$ cat config.mk
export PLATFORM = sky130hd
export DESIGN_NAME = regfile_wb_arbiter
export DESIGN_NICKNAME = d
export VERILOG_FILES = /design/src/rtl/regfile_wb_arbiter_pkg.sv /design/src/rtl/wb_result_fifo.sv /design/src/rtl/regfile_wb_arbiter.sv
export SDC_FILE = /design/constraint.sdc
export NUM_CORES = 1
export LEC_CHECK = 0
export ABC_AREA = 1
export CAP_MARGIN = 0
export CORE_MARGIN = 2
export CORE_UTILIZATION = 40
export CTS_CLUSTER_DIAMETER = 50
export DETAILED_ROUTE_END_ITERATION = 8
export HOLD_SLACK_MARGIN = 0.1
export PLACE_DENSITY_LB_ADDON = 0.25
export SLEW_MARGIN = 25
export SYNTH_ARGS = -nofsm -noshare
export SYNTH_HDL_FRONTEND = slang
export SYNTH_SLANG_ARGS = --single-unit
$ cat constraint.sdc
create_clock -name clk -period 2.5 [get_ports clk]
set_input_delay 0.5 -clock clk [delete_from_list [all_inputs] [get_ports clk]]
set_output_delay 0.5 -clock clk [all_outputs]
set_load 0.01 [all_outputs]
$ cat src/rtl/regfile_wb_arbiter_pkg.sv
// Shared types and constants for the register-file writeback arbiter.
package regfile_wb_arbiter_pkg;

  localparam int unsigned RegAddrW = 5;
  localparam int unsigned DataW    = 32;
  localparam int unsigned NumRegs  = 32;

  localparam logic [DataW-1:0] ZeroWord = '0;

  typedef enum logic [0:0] {
    StNormal,
    StDrain
  } state_e;

  typedef struct packed {
    logic [RegAddrW-1:0] waddr;
    logic [DataW-1:0]    wdata;
  } wb_req_t;

  // One-hot mask for a register index.
  function automatic logic [NumRegs-1:0] reg_onehot(input logic [RegAddrW-1:0] r);
    logic [NumRegs-1:0] m;
    m    = '0;
    m[r] = 1'b1;
    return m;
  endfunction

endpackage

$ cat src/rtl/wb_result_fifo.sv
// Synchronous FIFO of multicycle writeback results {waddr, wdata}.
// Exposes per-entry liveness and target address so the top can build its pending mask.
module wb_result_fifo
  import regfile_wb_arbiter_pkg::*;
#(
  parameter int unsigned DEPTH = 2
) (
  input  logic                               clk,
  input  logic                               rst,
  input  logic                               push,
  input  wb_req_t                            push_data,
  input  logic                               pop,
  output wb_req_t                            head,
  output logic [$clog2(DEPTH):0]             count,
  output logic                               full,
  output logic                               empty,
  output logic [DEPTH-1:0]                   ent_valid,
  output logic [DEPTH-1:0][RegAddrW-1:0]     ent_waddr
);

  localparam int unsigned PtrW = $clog2(DEPTH);
  localparam int unsigned CntW = PtrW + 1;

  wb_req_t         mem_q [DEPTH];
  logic [PtrW-1:0] rd_ptr_q, rd_ptr_d;
  logic [PtrW-1:0] wr_ptr_q, wr_ptr_d;
  logic [CntW-1:0] count_q, count_d;
  logic            do_push, do_pop;
  logic [PtrW-1:0] offs;

  assign full  = (count_q == CntW'(DEPTH));
  assign empty = (count_q == '0);
  assign count = count_q;
  assign head  = mem_q[rd_ptr_q];

  // Pointer and count next state; push when full and pop when empty are ignored.
  always_comb begin
    do_push  = push && !full;
    do_pop   = pop && !empty;
    wr_ptr_d = wr_ptr_q + PtrW'(do_push);
    rd_ptr_d = rd_ptr_q + PtrW'(do_pop);
    count_d  = count_q + CntW'(do_push) - CntW'(do_pop);
  end

  // Entry i is live when its ring distance from the read pointer is below the count.
  always_comb begin
    offs = '0;
    for (int i = 0; i < int'(DEPTH); i++) begin
      offs         = PtrW'(i) - rd_ptr_q;
      ent_valid[i] = ({1'b0, offs} < count_q);
      ent_waddr[i] = mem_q[i].waddr;
    end
  end

  // Storage is not reset; only live entries are ever observed.
  always_ff @(posedge clk) begin
    if (do_push) begin
      mem_q[wr_ptr_q] <= push_data;
    end
  end

  // Pointer and occupancy state.
  always_ff @(posedge clk or negedge rst) begin
    if (!rst) begin
      rd_ptr_q <= '0;
      wr_ptr_q <= '0;
      count_q  <= '0;
    end else begin
      rd_ptr_q <= rd_ptr_d;
      wr_ptr_q <= wr_ptr_d;
      count_q  <= count_d;
    end
  end

endmodule

$ cat src/rtl/regfile_wb_arbiter.sv
// Register-file write-port arbiter: pipeline writeback always wins, multicycle results
// queue and are drained by a starvation guard that stalls the pipeline for one cycle.
// Optional: define REGFILE_WB_BYPASS_EN to let an M result skip the empty queue.
module regfile_wb_arbiter
  import regfile_wb_arbiter_pkg::*;
#(
  parameter int unsigned FIFO_DEPTH = 2,
  parameter int unsigned STARVE_MAX = 4
) (
  input  logic                clk,
  input  logic                rst,
  input  logic                p_we,
  input  logic [RegAddrW-1:0] p_waddr,
  input  logic [DataW-1:0]    p_wdata,
  output logic                p_stall,
  input  logic                m_valid,
  input  logic [RegAddrW-1:0] m_waddr,
  input  logic [DataW-1:0]    m_wdata,
  output logic                m_ready,
  output logic                we,
  output logic [RegAddrW-1:0] waddr,
  output logic [DataW-1:0]    wdata,
  output logic [NumRegs-1:0]  pend,
  output logic                waw_err
);

  state_e                state_q, state_d;
  logic [3:0]            cnt_q, cnt_d;
  logic                  we_q, we_d;
  logic [RegAddrW-1:0]   waddr_q, waddr_d;
  logic [DataW-1:0]      wdata_q, wdata_d;
  logic                  p_stall_q, p_stall_d;
  logic                  waw_err_q, waw_err_d;

  logic                              fifo_push, fifo_pop;
  wb_req_t                           fifo_head;
  logic [$clog2(FIFO_DEPTH):0]       fifo_count;
  logic                              fifo_full, fifo_empty;
  logic [FIFO_DEPTH-1:0]             fifo_valid;
  logic [FIFO_DEPTH-1:0][RegAddrW-1:0] fifo_waddr;
  logic                              m_keep, p_req, bypass;
  logic                              unused_fifo_count;

  assign unused_fifo_count = ^fifo_count;

  wb_result_fifo #(
    .DEPTH(FIFO_DEPTH)
  ) u_fifo (
    .clk       (clk),
    .rst       (rst),
    .push      (fifo_push),
    .push_data ({m_waddr, m_wdata}),
    .pop       (fifo_pop),
    .head      (fifo_head),
    .count     (fifo_count),
    .full      (fifo_full),
    .empty     (fifo_empty),
    .ent_valid (fifo_valid),
    .ent_waddr (fifo_waddr)
  );

  assign m_ready = !fifo_full;
  assign we      = we_q;
  assign waddr   = waddr_q;
  assign wdata   = wdata_q;
  assign p_stall = p_stall_q;
  assign waw_err = waw_err_q;

  // Pending mask: OR of the targets of all live queue entries (r0 is never queued).
  always_comb begin
    pend = '0;
    for (int i = 0; i < int'(FIFO_DEPTH); i++) begin
      if (fifo_valid[i]) begin
        pend = pend | reg_onehot(fifo_waddr[i]);
      end
    end
  end

  // Arbitration, starvation guard and next-state for the registered write port.
  always_comb begin
    state_d   = state_q;
    cnt_d     = cnt_q;
    we_d      = 1'b0;
    waddr_d   = '0;
    wdata_d   = ZeroWord;
    p_stall_d = 1'b0;
    waw_err_d = 1'b0;
    fifo_pop  = 1'b0;
    bypass    = 1'b0;
    // r0 writes are accepted but never queued or driven.
    m_keep    = m_valid && !fifo_full && (m_waddr != '0);
    p_req     = p_we && (p_waddr != '0);

    unique case (state_q)
      StNormal: begin
        waw_err_d = p_req && pend[p_waddr];
        if (p_req) begin
          we_d    = 1'b1;
          waddr_d = p_waddr;
          wdata_d = p_wdata;
        end else if (!fifo_empty) begin
          fifo_pop = 1'b1;
          we_d     = 1'b1;
          waddr_d  = fifo_head.waddr;
          wdata_d  = fifo_head.wdata;
`ifdef REGFILE_WB_BYPASS_EN
        end else if (m_keep && !p_we) begin
          bypass  = 1'b1;
          we_d    = 1'b1;
          waddr_d = m_waddr;
          wdata_d = m_wdata;
`endif
        end
        // Non-empty and not popped here means the pipeline took the port.
        if (fifo_empty || fifo_pop) begin
          cnt_d = '0;
        end else begin
          cnt_d = cnt_q + 4'd1;
        end
        if (cnt_d == 4'(STARVE_MAX)) begin
          state_d   = StDrain;
          p_stall_d = 1'b1;
        end
      end
      StDrain: begin
        // Pipeline is stalled; any p_we here is a protocol violation and is dropped.
        waw_err_d = p_we;
        if (!fifo_empty) begin
          fifo_pop = 1'b1;
          we_d     = 1'b1;
          waddr_d  = fifo_head.waddr;
          wdata_d  = fifo_head.wdata;
        end
        cnt_d   = '0;
        state_d = StNormal;
      end
      default: begin
        cnt_d   = '0;
        state_d = StNormal;
      end
    endcase

    fifo_push = m_keep && !bypass;
  end

  // FSM state, starvation counter and registered outputs.
  always_ff @(posedge clk or negedge rst) begin
    if (!rst) begin
      state_q   <= StNormal;
      cnt_q     <= '0;
      we_q      <= 1'b0;
      waddr_q   <= '0;
      wdata_q   <= ZeroWord;
      p_stall_q <= 1'b0;
      waw_err_q <= 1'b0;
    end else begin
      state_q   <= state_d;
      cnt_q     <= cnt_d;
      we_q      <= we_d;
      waddr_q   <= waddr_d;
      wdata_q   <= wdata_d;
      p_stall_q <= p_stall_d;
      waw_err_q <= waw_err_d;
    end
  end

endmodule

---- After elaboration in Yosys (flattened, before gate mapping) ----
Memories as Yosys holds them, arrays and structs flattened.
Cells that the tools add are included.
storage, ports and cells
  register bits after elaboration ......... 49
  RAM bits ................................ 74
  bits of input ports ..................... 78
  output and inout bits ................... 73
  word-level logic and storage cells ...... 72
  memories kept ........................... 1
memory list
  memory        words  bits a word  rd ports  clocked after Yosys merged registers in  wr ports  RTL line              RTL
  u_fifo.mem_q  2      37           3         0                                        1         wb_result_fifo.sv:24  wb_req_t mem_q [DEPTH];
cells by class
  add/sub/neg operators ................... 7
  order comparisons ....................... 7
  eq/ne operators ......................... 2
  multiplexer cells ....................... 29
  bitwise operators ....................... 2
  reduce and logical (&&, ||, !) cells .... 14
operators with widths
  cell                                                                    number
  32-bit 2-to-1 mux                                                       4
  32-bit one-hot mux with 2 select lines                                  1
  32-bit bitwise OR                                                       1
  5-bit by 6-bit < comparator with 1-bit output (second input constant)   3
  1-bit 2-to-1 mux                                                        11
  1-bit demux with 5-bit select                                           2
  5-bit by 1-bit >= comparator with 1-bit output (second input constant)  2
  5-bit 2-to-1 mux                                                        2
  5-bit one-hot mux with 2 select lines                                   1
  5-bit nonzero test                                                      2
  1-bit logical AND                                                       8
  4-bit 2-to-1 mux                                                        2
  1-bit one-hot mux with 2 select lines                                   4
  4-bit one-hot mux with 2 select lines                                   1
  1-bit binary-select mux with 5-bit select                               1
  4-bit by 1-bit adder with 4-bit output (second input constant)          1
  4-bit by 3-bit equality test with 1-bit output (second input constant)  1
  1-bit by 2-bit < comparator with 1-bit output                           2
  1-bit adder                                                             2
  2-bit by 1-bit adder with 2-bit output                                  1
  2-bit equality test (second input constant)                             1
  1-bit logical NOT                                                       2
  2-bit logical NOT                                                       1
  1-bit subtractor (first input constant)                                 2
  3 further kinds                                                         3

---- Longest topological paths before layout ----
An unclocked memory read counts as a cell.
  depth in word-level cells ............... 12
  depth in mapped cells ................... 17
  mapped depth without buffers ............ 16

---- Cells and area by module ----
Synthesis repeated with hierarchy kept, for this count alone.
second synthesis, totals
  cell total of the unflattened synthesis .. 583
  area, all modules ....................... 5589.1 µm²
modules (own cells, without submodules)
  module              instances  cells an instance  area each (µm²)
  wb_result_fifo      1          237                3015.4
  regfile_wb_arbiter  1          346                2573.7

---- Worst setup path before layout ----
OpenSTA, ideal clock, no wires.
  path type ............................... input -> register
  start ................................... input port p_waddr[1]
  end ..................................... register u_fifo.count_q[1], in the netlist u_fifo.count[1]
  data arrival time ....................... 2.344 ns
  setup slack ............................. 0.027 ns
  cell stages on the path ................. 15
  path through ............................ buf_2 -> inv_1 -> nand3_1 -> o21ai_2 -> nor2_4 -> clkinv_2 -> nand2_1 -> buf_2 -> buf_4 -> inv_1 -> ha_1 -> inv_1 -> ha_1 -> xnor2_1 -> xor2_1
between the ends
  longest elaborated chain between the ends .. 7
RTL lines
  item                                         RTL line                  RTL
  start: declaration                           regfile_wb_arbiter.sv:13  input logic [RegAddrW-1:0] p_waddr,
  5-bit nonzero test                           regfile_wb_arbiter.sv:92  p_req = p_we && (p_waddr != '0);
  1-bit logical AND                            regfile_wb_arbiter.sv:92
  1-bit 2-to-1 mux                             regfile_wb_arbiter.sv:97  if (p_req) begin
  1-bit 2-to-1 mux                             regfile_wb_arbiter.sv:94  unique case (state_q)
  1-bit one-hot mux with 2 select lines        regfile_wb_arbiter.sv:94
  1-bit logical AND                            wb_result_fifo.sv:39      do_pop = pop && !empty;
  2-bit by 1-bit subtractor with 2-bit output  wb_result_fifo.sv:42      count_d = count_q + CntW'(do_push) - CntW'(do_pop);
  net u_fifo.count_d[1]                        wb_result_fifo.sv:27      logic [CntW-1:0] count_q, count_d;
  end signal: assignment                       wb_result_fifo.sv:71      count_q <= count_d;
  end: declaration                             wb_result_fifo.sv:27
The timed path passes the listed nets, and every way through them passes these cells. The select of a mux whose other input is x is not followed.

==> results.ini <==
[place]
placed_area_um2 = 7270
gp_congestion = 0.879
io_buffers = 150
hpwlAfterDp_um = 10500
placed_cells = 860

[drt]
routed_via_density = 5.02
vias = 4558
first_pass_iters = 8
routed_wirelength_um = 14800
wl_per_cell_um = 16.3
ant_nets = 0
dr.first_iter.drc_count = 328
drc = 0

[worst_setup_path]
crit_type = reg2out
slowest_delay_ps = 530
cp.arrival_ps = 2080
critPathCaptureType = output pin
slowest_stage = clkdlybuf4s50_1
crit_path_start = u_fifo.mem_q[0][34]
cp_max_fo = 4
rr_endpoint = u_fifo.count[1]
reg2reg_slack_ps = 520
rr_startpoint = u_fifo.count[0]
cp_cell_sequence = buf_4, buf_4, nor2_2, nand2_1, nand2_1, clkdlybuf4s50_1
worst_setup_path_start_kind = flip-flop
cp_data_required_time_ps = 2000
worst_r2r_path_depth = 10

[sta]
tightestPinTransition_ps = 639
finalMaxSlewViolations = 0
finalCritPeriodShare_pct = 103
holdWs_ps = 206
skew_ps = 4.64
final-setup-viol-count = 16
max_freq_mhz = 388
rsz0062_at_grt = yes
fin_ws_ps = -79.4
period_needed_ps = 2580
relSlewSlack_pct = 57.4
finalHoldViolCount = 0

[power_and_ir_drop]
p_leak_nw = 3.62
p_int_w = 0.00565
switching_power_w = 0.00254
fin_total_pwr_w = 0.00819
combPwrFrac_pct = 32.4
pwr-share-seq_pct = 35.6
power.density_nw_per_um2 = 999
pwr-share-clk_pct = 32.1
swShare_pct = 31.0
ir_drop_v = 0.000744

[clock_network]
clk_path_buf_depth = 2
cts_buffers = 17
path_clk_slew_ps = 50
htreeDepth = 4
insertion_delay_ps = 410
cts_root_buf = clkbuf_16
cts_sinks = 122
cts_tree = built
holdBufCountCts = 0

[die]
die_h_um = 121
die_area_um2 = 14600
start_util_pct = 41.0
core_um2 = 13300
rows = 42
die_w_um = 121
io_pins = 151

[status]
status = complete, but fails checks
violations = setup timing

[grt]
antenna_found_initial = 1
first_global_vias = 4481
grt.total_usage_pct = 20.8
grt_remaining_overflow = 0
grt_max_degree = 49
grt_pass1_wl_um = 22900

[hold_path]
hold_path_class = in2async

[run]
cap_violations = 0

[logic_synthesis]
syn_nets = 614
ys_types = 31
syn_area_per_cell_um2 = 10.3
synthCells = 531
syn_area_um2 = 5460
ys_seq_area_share_pct = 62.8
synth_seq_cells = 122
yosys_warnings = 0

[layout]
antenna_cells = 0
final_nets = 802
design_area_um2 = 8200
nFillCells = 1095
final_cells = 908
drive_gt1_share_pct = 15.6
synthToLayoutAreaGrowth_pct = 50.3

==> synthesized netlist by cell type (all sizes together) <==
cell / n / area [um^2]
mux2i: 32 / 320
xor2: 3 / 26.3
clkinv: 1 / 5.00
a21oi: 2 / 25.0
clkbuf: 10 / 37.5
nand2: 176 / 668
buf: 8 / 50.0
edfxtp: 74 / 2220
nand3: 53 / 265
o311ai: 1 / 8.76
a2111oi: 1 / 10.0
o21ai: 40 / 204
nor2: 33 / 151
o22ai: 3 / 18.8
inv: 32 / 120
dfrtp: 48 / 1200
nor3: 6 / 35.0
or3: 1 / 6.26
xnor2: 2 / 17.5
ha: 5 / 62.6
==> routing by layer <==
metal / vias to the layer above / share of wire (%) / wire (um) / global-route usage (%)
met5: - / 0.088 / 13 / 0
met4: 2 / 2.2 / 325 / 8.65
met3: 31 / 7.4 / 1100 / 5.47
met2: 200 / 48 / 7100 / 33.3
met1: 2155 / 42 / 6290 / 26.9
li1: 2170 / - / - / -
==> how the worst max path moves through the flow <==
stage	end	cells past startpoint
6_report	pend[27]	6
3_5_place_dp	u_fifo.count[1]	13
4_1_cts	pend[11]	5
3_3_place_gp	u_fifo.count[1]	13
2_1_floorplan	u_fifo.count[1]	15
5_1_grt	pend[20]	6
==> cell families after synthesis <==
| family | synth area share, % |
|---|---|
| adders and majority gates | 1.15 |
| DFF | 62.8 |
| and+or+nand+nor | 20.6 |
| xor gates and xnor gates | 0.803 |
| muxes | 5.87 |
| buffers and inverters | 3.90 |
| AOI/OAI and AO/OA | 4.89 |
==> sequential cells by signal (all words and copies together) (netlist names) <==
name,count
u_fifo.count,2
p_stall,1
waw_err,1
waddr,5
u_fifo.rd_ptr_q,1
u_fifo.wr_ptr_q,1
u_fifo.mem_q,74
we,1
wdata,32
cnt_q,4
==> per-stage QoR <==
| step | setup TNS (ps) | worst slack, ps | util (%) |
|---|---|---|---|
| floorplan | 0 | 27.4 | - |
| global placement | 0 | 13.0 | 54.7 |
| detailed placement | 0 | 11.7 | 54.7 |
| CTS | -1150 | -88.0 | 60.7 |
| global route | -2920 | -214 | 61.7 |
| finish | -600 | -79.4 | 61.7 |
==> layout make-up <==
class / instances / area (um^2) / share of cell area (%)
multi-input cells: 358 / 1960 / 23.9
well taps: 176 / 220 / 2.69
flip-flops and latches: 122 / 3430 / 41.8
clock buffers: 17 / 425 / 5.19
repair buffers: 187 / 1820 / 22.1
clock inverters: 15 / 223 / 2.72
inverters: 33 / 128 / 1.56
==> layout by cell type (no fill, tap or decap), drive strengths merged, types with 3 or more instances in the layout <==
master         Yosys  routed
nand2            176     176
clkdlybuf4s50      0     134
edfxtp            74      74
nand3             53      53
dfrtp             48      48
o21ai             40      40
buf                8      38
inv               32      33
nor2              33      33
mux2i             32      32
clkbuf            10      17
dlygate4sd2        0       9
clkinv             1       7
dlymetal6s2s       0       6
nor3               6       6
bufinv             0       5
ha                 5       5
o22ai              3       3
xor2               3       3
clkinvlp           0       3
==> critical path, delay by kind of cell (launching register included) <==
kind                   cells  cell delay [ps]
AND/OR/NAND/NOR            3              350
flip-flops                 1              480
buffers and inverters      3              850
==> power by group through the flow <==
stage	Clock [W]	Sequential, W	Combinational (W)
finish	0.00263	0.00291	0.00265
global route	0.00276	0.00297	0.00289
floorplan	0	0.00300	0.00124
CTS	0.00267	0.00291	0.00261
detailed placement	0	0.00294	0.00246
global placement	0	0.00293	0.00243
==> what timing repair did <==
action / in CTS / in global routing
endpoints found under the setup margin: 32 / 25
resized for setup: 32 / 21
buffers inserted: 9 / 7
gates cloned: 0 / 0
pin swaps: 2 / 4
Note: power is estimated with default switching activity, not from simulation.
